==> config.mk <==
export PLATFORM = sky130hd
export DESIGN_NAME = flit_injector_flat
export DESIGN_NICKNAME = d
export VERILOG_FILES = /design/src/rtl/flit_injector_if.sv /design/src/rtl/flit_injector.sv /design/src/flat_wrapper.sv
export SDC_FILE = /design/constraint.sdc
export NUM_CORES = 1
export LEC_CHECK = 0
export BUFFER_PORTS_ARGS = -buffer_cell sky130_fd_sc_hd__buf_4
export CAP_MARGIN = 20
export CORE_UTILIZATION = 55
export CTS_BUF_LIST = sky130_fd_sc_hd__clkbuf_8
export DETAILED_ROUTE_END_ITERATION = 12
export HOLD_SLACK_MARGIN = 0.1
export PLACE_DENSITY_LB_ADDON = 0.08
export SKIP_LAST_GASP = 1
export SYNTH_ARGS = -nofsm -noshare
export SYNTH_HDL_FRONTEND = slang
export SYNTH_SLANG_ARGS = --single-unit
==> constraint.sdc <==
create_clock -name clk -period 4.97 [get_ports clk]
set_input_delay 0.497 -clock clk [delete_from_list [all_inputs] [get_ports clk]]
set_output_delay 0.497 -clock clk [all_outputs]
set_load 0.01 [all_outputs]
==> src/rtl/flit_injector_if.sv <==
// Injector-side bus: descriptor/payload handshakes from the local source and the
// req / flit_id / length interface towards the output-port arbiter.
interface flit_injector_if #(
  parameter int unsigned DATA_W = 32,
  parameter int unsigned LEN_W  = 12
);
  logic              pkt_valid;
  logic [LEN_W-1:0]  pkt_len;
  logic              pkt_ready;
  logic [DATA_W-1:0] pay_data;
  logic              pay_valid;
  logic              pay_ready;
  logic              grant;
  logic              req;
  logic [2:0]        flit_id;
  logic [LEN_W-1:0]  length;
  logic [DATA_W-1:0] flit_data;
  logic              flit_valid;
  logic              preempt;

  // Injector side
  modport master (
    input  pkt_valid, pkt_len, pay_data, pay_valid, grant,
    output pkt_ready, pay_ready, req, flit_id, length, flit_data, flit_valid, preempt
  );

  // Source / arbiter side
  modport slave (
    output pkt_valid, pkt_len, pay_data, pay_valid, grant,
    input  pkt_ready, pay_ready, req, flit_id, length, flit_data, flit_valid, preempt
  );
endinterface

==> src/rtl/flit_injector.sv <==
// Wormhole-router input-port injector: takes a descriptor, requests the output
// arbiter and streams header/body/tail flits while grant is held.
module flit_injector #(
  parameter int unsigned DATA_W = 32,
  parameter int unsigned LEN_W  = 12
) (
  input  logic             clk,
  input  logic             rst,
  flit_injector_if.master  bus
);

  typedef enum logic [1:0] {
    IDLE = 2'd0,
    REQ  = 2'd1,
    SEND = 2'd2
  } state_t;

  localparam logic [2:0]       FID_NONE = 3'b000;
  localparam logic [2:0]       FID_HEAD = 3'b001;
  localparam logic [2:0]       FID_BODY = 3'b010;
  localparam logic [2:0]       FID_TAIL = 3'b100;
  localparam logic [LEN_W-1:0] LEN_ONE  = LEN_W'(1);
  localparam logic [LEN_W-1:0] LEN_MIN  = LEN_W'(2);

  state_t            state_q, state_d;
  logic [LEN_W-1:0]  len_q, len_d;
  logic [LEN_W-1:0]  rem_q, rem_d;
  logic              req_q, req_d;
  logic [2:0]        flit_id_q, flit_id_d;
  logic [LEN_W-1:0]  length_q, length_d;
  logic [DATA_W-1:0] flit_data_q, flit_data_d;
  logic              flit_valid_q, flit_valid_d;
  logic              preempt_q, preempt_d;
  logic              grant_q;
  logic [LEN_W-1:0]  len_clamped;

  // Header and tail are mandatory, so anything shorter than two flits becomes two
  assign len_clamped = (bus.pkt_len < LEN_MIN) ? LEN_MIN : bus.pkt_len;

  assign bus.pkt_ready  = (state_q == IDLE);
  assign bus.pay_ready  = (state_q == SEND) && bus.grant;
  assign bus.req        = req_q;
  assign bus.flit_id    = flit_id_q;
  assign bus.length     = length_q;
  assign bus.flit_data  = flit_data_q;
  assign bus.flit_valid = flit_valid_q;
  assign bus.preempt    = preempt_q;

  // State and output registers
  always_ff @(posedge clk or negedge rst) begin
    if (!rst) begin
      state_q      <= IDLE;
      len_q        <= '0;
      rem_q        <= '0;
      req_q        <= 1'b0;
      flit_id_q    <= FID_NONE;
      length_q     <= '0;
      flit_data_q  <= '0;
      flit_valid_q <= 1'b0;
      preempt_q    <= 1'b0;
      grant_q      <= 1'b0;
    end else begin
      state_q      <= state_d;
      len_q        <= len_d;
      rem_q        <= rem_d;
      req_q        <= req_d;
      flit_id_q    <= flit_id_d;
      length_q     <= length_d;
      flit_data_q  <= flit_data_d;
      flit_valid_q <= flit_valid_d;
      preempt_q    <= preempt_d;
      grant_q      <= bus.grant;
    end
  end

  // Next-state and next-output logic
  always_comb begin
    state_d      = state_q;
    len_d        = len_q;
    rem_d        = rem_q;
    req_d        = req_q;
    flit_id_d    = flit_id_q;
    length_d     = length_q;
    flit_data_d  = flit_data_q;
    flit_valid_d = flit_valid_q;
    preempt_d    = (state_q == SEND) && grant_q && !bus.grant;

    unique case (state_q)
      IDLE: begin
        flit_valid_d = 1'b0;
        flit_id_d    = FID_NONE;
        if (bus.pkt_valid) begin
          len_d    = len_clamped;
          length_d = len_clamped;
          req_d    = 1'b1;
          state_d  = REQ;
        end
      end

      // Flit outputs are left untouched while waiting for the arbiter
      REQ: begin
        if (bus.grant) begin
          flit_id_d    = FID_HEAD;
          flit_valid_d = 1'b1;
          flit_data_d  = DATA_W'(len_q);
          rem_d        = len_q - LEN_ONE;
          state_d      = SEND;
        end
      end

      // A stall never re-sends the header; the next pending payload goes on re-grant
      SEND: begin
        if (bus.grant && bus.pay_valid) begin
          flit_valid_d = 1'b1;
          flit_data_d  = bus.pay_data;
          if (rem_q == LEN_ONE) begin
            flit_id_d = FID_TAIL;
            req_d     = 1'b0;
            length_d  = '0;
            state_d   = IDLE;
          end else begin
            flit_id_d = FID_BODY;
            rem_d     = rem_q - LEN_ONE;
          end
        end else begin
          flit_valid_d = 1'b0;
          flit_id_d    = FID_NONE;
        end
      end

      default: begin
        state_d = IDLE;
      end
    endcase
  end

endmodule
==> src/flat_wrapper.sv <==
// flat-port wrapper written by rule: the top's interface ports become plain ports
module flit_injector_flat 
#(
  parameter int unsigned DATA_W = 32,
  parameter int unsigned LEN_W  = 12
)
  (clk, rst, bus_pkt_valid, bus_pkt_len, bus_pay_data, bus_pay_valid, bus_grant, bus_pkt_ready, bus_pay_ready, bus_req, bus_flit_id, bus_length, bus_flit_data, bus_flit_valid, bus_preempt);
  flit_injector_if #(.DATA_W(DATA_W), .LEN_W(LEN_W)) bus_i ();
  input  logic clk;
  input  logic rst;
  input wire logic [$bits(bus_i.pkt_valid)-1:0] bus_pkt_valid;
  input wire logic [$bits(bus_i.pkt_len)-1:0] bus_pkt_len;
  input wire logic [$bits(bus_i.pay_data)-1:0] bus_pay_data;
  input wire logic [$bits(bus_i.pay_valid)-1:0] bus_pay_valid;
  input wire logic [$bits(bus_i.grant)-1:0] bus_grant;
  output wire logic [$bits(bus_i.pkt_ready)-1:0] bus_pkt_ready;
  output wire logic [$bits(bus_i.pay_ready)-1:0] bus_pay_ready;
  output wire logic [$bits(bus_i.req)-1:0] bus_req;
  output wire logic [$bits(bus_i.flit_id)-1:0] bus_flit_id;
  output wire logic [$bits(bus_i.length)-1:0] bus_length;
  output wire logic [$bits(bus_i.flit_data)-1:0] bus_flit_data;
  output wire logic [$bits(bus_i.flit_valid)-1:0] bus_flit_valid;
  output wire logic [$bits(bus_i.preempt)-1:0] bus_preempt;
  assign bus_i.pkt_valid = bus_pkt_valid;
  assign bus_i.pkt_len = bus_pkt_len;
  assign bus_i.pay_data = bus_pay_data;
  assign bus_i.pay_valid = bus_pay_valid;
  assign bus_i.grant = bus_grant;
  assign bus_pkt_ready = bus_i.pkt_ready;
  assign bus_pay_ready = bus_i.pay_ready;
  assign bus_req = bus_i.req;
  assign bus_flit_id = bus_i.flit_id;
  assign bus_length = bus_i.length;
  assign bus_flit_data = bus_i.flit_data;
  assign bus_flit_valid = bus_i.flit_valid;
  assign bus_preempt = bus_i.preempt;
  flit_injector #(.DATA_W(DATA_W), .LEN_W(LEN_W)) u_core (.clk(clk), .rst(rst), .bus(bus_i));
endmodule
==> results of run 1 <==
[per-stage QoR]
stage	util	worst slack, ns	power [mW]	cell area [um2]	cells
after floorplan	-	2.81	1.95	3600	325
after global placement	0.693	2.10	2.42	4400	489
after detailed placement	0.693	2.02	2.46	4400	489
after CTS	0.729	1.99	3.00	4630	505
after global routing	0.731	1.93	3.20	4640	506
final	0.731	2.09	3.00	4640	506
[cells in the mapped netlist, types with 5 or more instances]
master,instances
o21ai_0,29
dfrtp_1,77
nand3_1,5
nor3_1,7
ha_1,9
xnor2_1,6
nand2_1,31
a21oi_1,8
inv_1,8
clkbuf_1,12
a22o_1,30
mux2i_1,16
nor4_1,6
mux2_2,15
nor2_1,16
[final timing paths]
kind | to | depth (start not counted) | slack, ns | from
min reg2reg | u_core.bus.flit_data[9] | 2 | 0.49 | u_core.bus.flit_data[9]
max in group asynchronous | u_core.bus.flit_data[21] | 1 | 4.05 | rst
min | u_core.bus.flit_data[14] | 1 | 0.28 | rst
min in group clk | u_core.grant_q | 1 | 0.32 | bus_grant
max reg2reg | u_core.bus.length[2] | 8 | 2.09 | u_core.state_q[0]
max | u_core.bus.length[2] | 8 | 2.09 | u_core.state_q[0]
[state kept, by name, summed over array words and instances (netlist names)]
signal                 flops
u_core.bus.flit_valid      1
u_core.grant_q             1
u_core.rem_q              12
u_core.state_q             2
u_core.bus.flit_data      32
u_core.bus.flit_id         3
u_core.bus.preempt         1
u_core.bus.req             1
u_core.bus.length         12
u_core.len_q              12
[area by class of cell]
cell class | instances | area (um2)
Fill cell | 483 | 1710
Clock buffer | 11 | 151
Timing Repair Buffer | 104 | 788
Sequential cell | 77 | 1930
Inverter | 9 | 33.8
Multi-Input combinational cell | 223 | 1570
Tap cell | 77 | 96.3
Clock inverter | 5 | 73.8
[power breakdown]
part           internal [mW]  leakage [nW]  switching (mW)  total, mW
combinational          0.665          1.11           0.634       1.30
clock                  0.307         0.121           0.224      0.531
sequential             0.914         0.975           0.253       1.17
total                   1.89          2.21            1.11       3.00
[worst max-delay path: stages (launching register included)]
cell,delay [ns]
dfrtp_1,0.43
inv_1,0.12
ha_1,0.15
buf_4,0.39
clkinv_1,0.43
nor4_4,0.43
a21oi_1,0.08
a221o_1,0.46
a22o_1,0.26
[metal layers]
layer	part of all wire	vias to the layer above
met5	0	-
met4	0.017	0
met3	0.057	14
met2	0.47	100
met1	0.45	1419
li1	-	1393
[kinds of logic after synthesis]
kind of cell / after synthesis
buffers and inverters: 25
adders and majority gates: 9
DFF: 77
xor gates and xnor gates: 9
and+or+nand+nor: 84
muxes: 31
AOI/OAI and AO/OA: 90
==> impl_metrics.toml, run 1 <==
[floorplan]
core.rowCount = 29
coreArea_um2 = 6350
die_w_um = 82.9
dieHeight_um = 82.9
start_util = 0.567
dieArea_um2 = 6880
io_pins = 101

[critical_path]
crit_path_start_kind = "flip-flop"
worst-endpoint-required_ns = 5.20
worstSetupEndpointType = "flip-flop"
worstPathArrival_ns = 3.11
cp_max_fo = 36
critical_path_class = "reg2reg"

[pwr]
ir_worst_vdd_mv = 0.397
p_leak_nw = 2.21
power_density_nw_per_um2 = 645

[logic_synthesis]
yosysTopAreaCellShare = 0.535
synthAdderAreaFrac = 0.0313
synthTopCellsByArea = "dfrtp_1 (53%), a22o_1 (7.3%), mux2_2 (4.7%)"
synth_nets = 383
synth-main-ff-cell = "dfrtp_1"
synth_mux_area_frac = 0.0914
synth_edf_count = 0
ys_ff_latch = 77
ys_types = 46
yosysTopAreaCell = "dfrtp_1"
avgSynthCellArea_um2 = 11.1
synth_top_family_by_area = "compound AO/OA/AOI/OAI gates"
synth_xor_area_frac = 0.0219
ys_warn_count = 0
ys_seq_area_frac = 0.535
netlist_instances = 325
syn_area_um2 = 3600
async_flop_share = 1.00
synthSimpleGateAreaFrac = 0.118
synth-compound-area-share = 0.174

[drt]
num_vias = 2926
drt_iter0_drc = 215
drt_wl_total_um = 7990
wl_per_cell_um = 15.8
drc_errors = 0
ant_nets = 0
dr.pass1.iters = 6
via_per_inst = 5.78

[grt]
grt_pass1_vias = 2853
grtUsageMet1 = 0.326
grt_max_degree = 78
grt-ovfl-total = 0
antenna_found_initial = 0
met2_usage = 0.393
busiest_layer = "met2"
met3_usage = 0.0467
grt_usage = 0.244
grt_pass1_wl_um = 13600

[place]
place_congestion = 0.860
port_buffers = 100
dpl.hpwl_um = 5530

[sta]
setup_viol = 0
tightest_slew_ns = 0.961
rsz0062_at_grt = "no"
hold_viol = 0
fin_crit_sh = 0.579
fin_crit_ns = 2.88
fmaxAchievable_ghz = 0.348
drv_slew = 0
worst_clock_skew_ns = 0.00803
slew_headroom = 0.360
hold_ws_ns = 0.283
finalSetupTns_ns = 0

[cts]
clk_pin_slew_worst_paths_ns = 0.08
clock-sinks = 77
cts_inserted_buffers = 9
post_cts_buffers = 0
cts_tree = "yes"
clock_latency_ns = 0.35
clock-root-buffer = "clkbuf_8"
cts_buffer_depth = 2
ctsHoldBuffers = 0
cts_max_level = 3
cts_resized = 0

[cells_and_area]
layout_common_cells = "buf_4 (103), dfrtp_1 (77), nand2_1 (31), a22o_1 (30), o21ai_0 (29)"
drive_gt1_frac = 0.319
nets = 482
syn2layout_area_growth_pct = 28.9
antenna_cells = 0
final_common_cell = "buf_4"

[outcome]
status = "finished, final reports clean"

[flow_run]
max_cap_violations = 0

[min_path]
hold_class = "in2async"
Power figures use the tool's default switching activity.
==> run 2: changes to the inputs <==
--- a/config.mk
+++ b/config.mk
@@ -7,7 +7,7 @@
 export LEC_CHECK = 0
 export BUFFER_PORTS_ARGS = -buffer_cell sky130_fd_sc_hd__buf_4
 export CAP_MARGIN = 20
-export CORE_UTILIZATION = 55
+export CORE_UTILIZATION = 54
 export CTS_BUF_LIST = sky130_fd_sc_hd__clkbuf_8
 export DETAILED_ROUTE_END_ITERATION = 12
 export HOLD_SLACK_MARGIN = 0.1
==> constraint.sdc (replaced) <==
create_clock -name clk -period 2.87 [get_ports clk]
set_input_delay 0.287 -clock clk [delete_from_list [all_inputs] [get_ports clk]]
set_output_delay 0.287 -clock clk [all_outputs]
set_load 0.01 [all_outputs]
==> impl_metrics.toml, run 2 (same netlist as run 1, synthesis figures left out) <==
[critical_path]
rrSetupSlack_ns = 0.52
cp_max_fo = 13
rr_startpoint = "u_core.rem_q[1]"
worstSetupEndpointType = "flip-flop"
critical_path_class = "reg2reg"
worst-endpoint-required_ns = 3.11
r2r-end = "u_core.bus.length[8]"
worstPathArrival_ns = 2.58
r2r_cells = 7
crit_path_start_kind = "flip-flop"

[drt]
dr.pass1.iters = 4
drc_errors = 0
num_vias = 2911
wl_per_cell_um = 16.2
ant_nets = 0
via_per_inst = 5.76
drt_wl_total_um = 8180
drt_iter0_drc = 147

[pwr]
ir_worst_vdd_mv = 0.634
power_density_nw_per_um2 = 1130
p_total_mw = 5.26
p_leak_nw = 2.21

[place]
dpl-instance-area_um2 = 4410
pre_cts_ws_ns = 0.552
place_congestion = 0.886
port_buffers = 100
dpl.hpwl_um = 5810

[sta]
finalSetupTns_ns = 0
fin_crit_sh = 0.818
worst_slack_ns = 0.522
tightest_slew_ns = 0.934
drv_slew = 0
fmaxAchievable_ghz = 0.426
slew_headroom = 0.377
setup_viol = 0
fin_crit_ns = 2.35
hold_viol = 0
worst_clock_skew_ns = 0.00798
rsz0062_at_grt = "no"

[cts]
clock_latency_ns = 0.35
cts_resized = 0
cts_tree = "yes"
clk_pin_slew_worst_paths_ns = 0.08
clock-root-buffer = "clkbuf_8"
post_cts_buffers = 0
cts_buffer_depth = 2
ctsHoldBuffers = 0
clock-sinks = 77
cts_inserted_buffers = 9
cts_max_level = 3

[grt]
grt_max_degree = 78
grt_usage = 0.254
busiest_layer = "met2"
antenna_found_initial = 0
grt_pass1_vias = 2861
met2_usage = 0.404
met3_usage = 0.0504
grtUsageMet1 = 0.347
grt_pass1_wl_um = 14100
grt-ovfl-total = 0

[floorplan]
die_w_um = 83.7
dieArea_um2 = 7000
coreArea_um2 = 6390
io_pins = 101
core.rowCount = 29
dieHeight_um = 83.7
start_util = 0.564

[cells_and_area]
largest_register_ffs = 32
nets = 482
final_common_cell = "buf_4"
nFillCells = 488
antenna_cells = 0
syn2layout_area_growth_pct = 29.2
layout_common_cells = "buf_4 (104), dfrtp_1 (77), nand2_1 (31), a22o_1 (30), o21ai_0 (29)"
final_design_area_no_fill_um2 = 4660
drive_gt1_frac = 0.320

[outcome]
status = "finished, final reports clean"

[flow_run]
max_cap_violations = 0

[min_path]
hold_class = "in2async"
## run 2: cell count changes in the layout (fill, tap and decap cells not counted)
cell,before,now
clkinv_2,2,0
buf_4,103,104
buf_8,1,0
bufinv_16,2,3
clkbuf_8,11,10
clkinv_4,0,1
inv_1,9,8
inv_6,0,1
## run 2: area by class of cell
type	count	area [um2]	area share
clock inverters	5	108	0.0231
repair buffers	104	781	0.168
multi-input cells	223	1570	0.338
inverters	9	33.8	0.00726
flip-flops and latches	77	1930	0.414
clock buffers	10	138	0.0296
well taps	77	96.3	0.0207
## run 2: worst max-delay path, cell delays in order, from the launching register on
cell and delay, ns:
dfrtp_1 0.40, inv_1 0.11, ha_1 0.15, or4b_4 0.51, nor4_4 0.28, a21oi_1 0.07
a221o_1 0.46, a22o_1 0.26
## run 2: worst max path at each step
stage | start | to | slack, ns
after detailed placement | u_core.rem_q[1] | u_core.bus.length[6] | 0.55
after floorplan | u_core.state_q[0] | u_core.bus.length[10] | 0.71
after global placement | u_core.rem_q[1] | u_core.bus.length[5] | 0.64
final | u_core.rem_q[1] | u_core.bus.length[8] | 0.52
after global routing | u_core.state_q[0] | u_core.bus.length[8] | 0.36
after CTS | u_core.rem_q[1] | u_core.bus.length[6] | 0.50
## run 2: stage by stage
stage	hold slack (ns)	utilization	instances
3_5_place_dp	0.463	0.691	490
3_3_place_gp	0.458	0.691	490
2_1_floorplan	-0.00859	-	325
5_1_grt	0.101	0.729	505
4_1_cts	0.102	0.729	505
6_report	0.0775	0.729	505
## run 2: routing by layer
metal,routed length [um],part of all wire
met1,3640,0.44
met2,3870,0.47
met3,502,0.061
met4,174,0.021
met5,0,0
## run 2: where the power goes
part           switching, mW  internal (mW)  total, mW
clock network          0.389          0.601      0.990
registers              0.423           1.58       2.01
logic                   1.12           1.14       2.27
total                   1.94           3.33       5.26
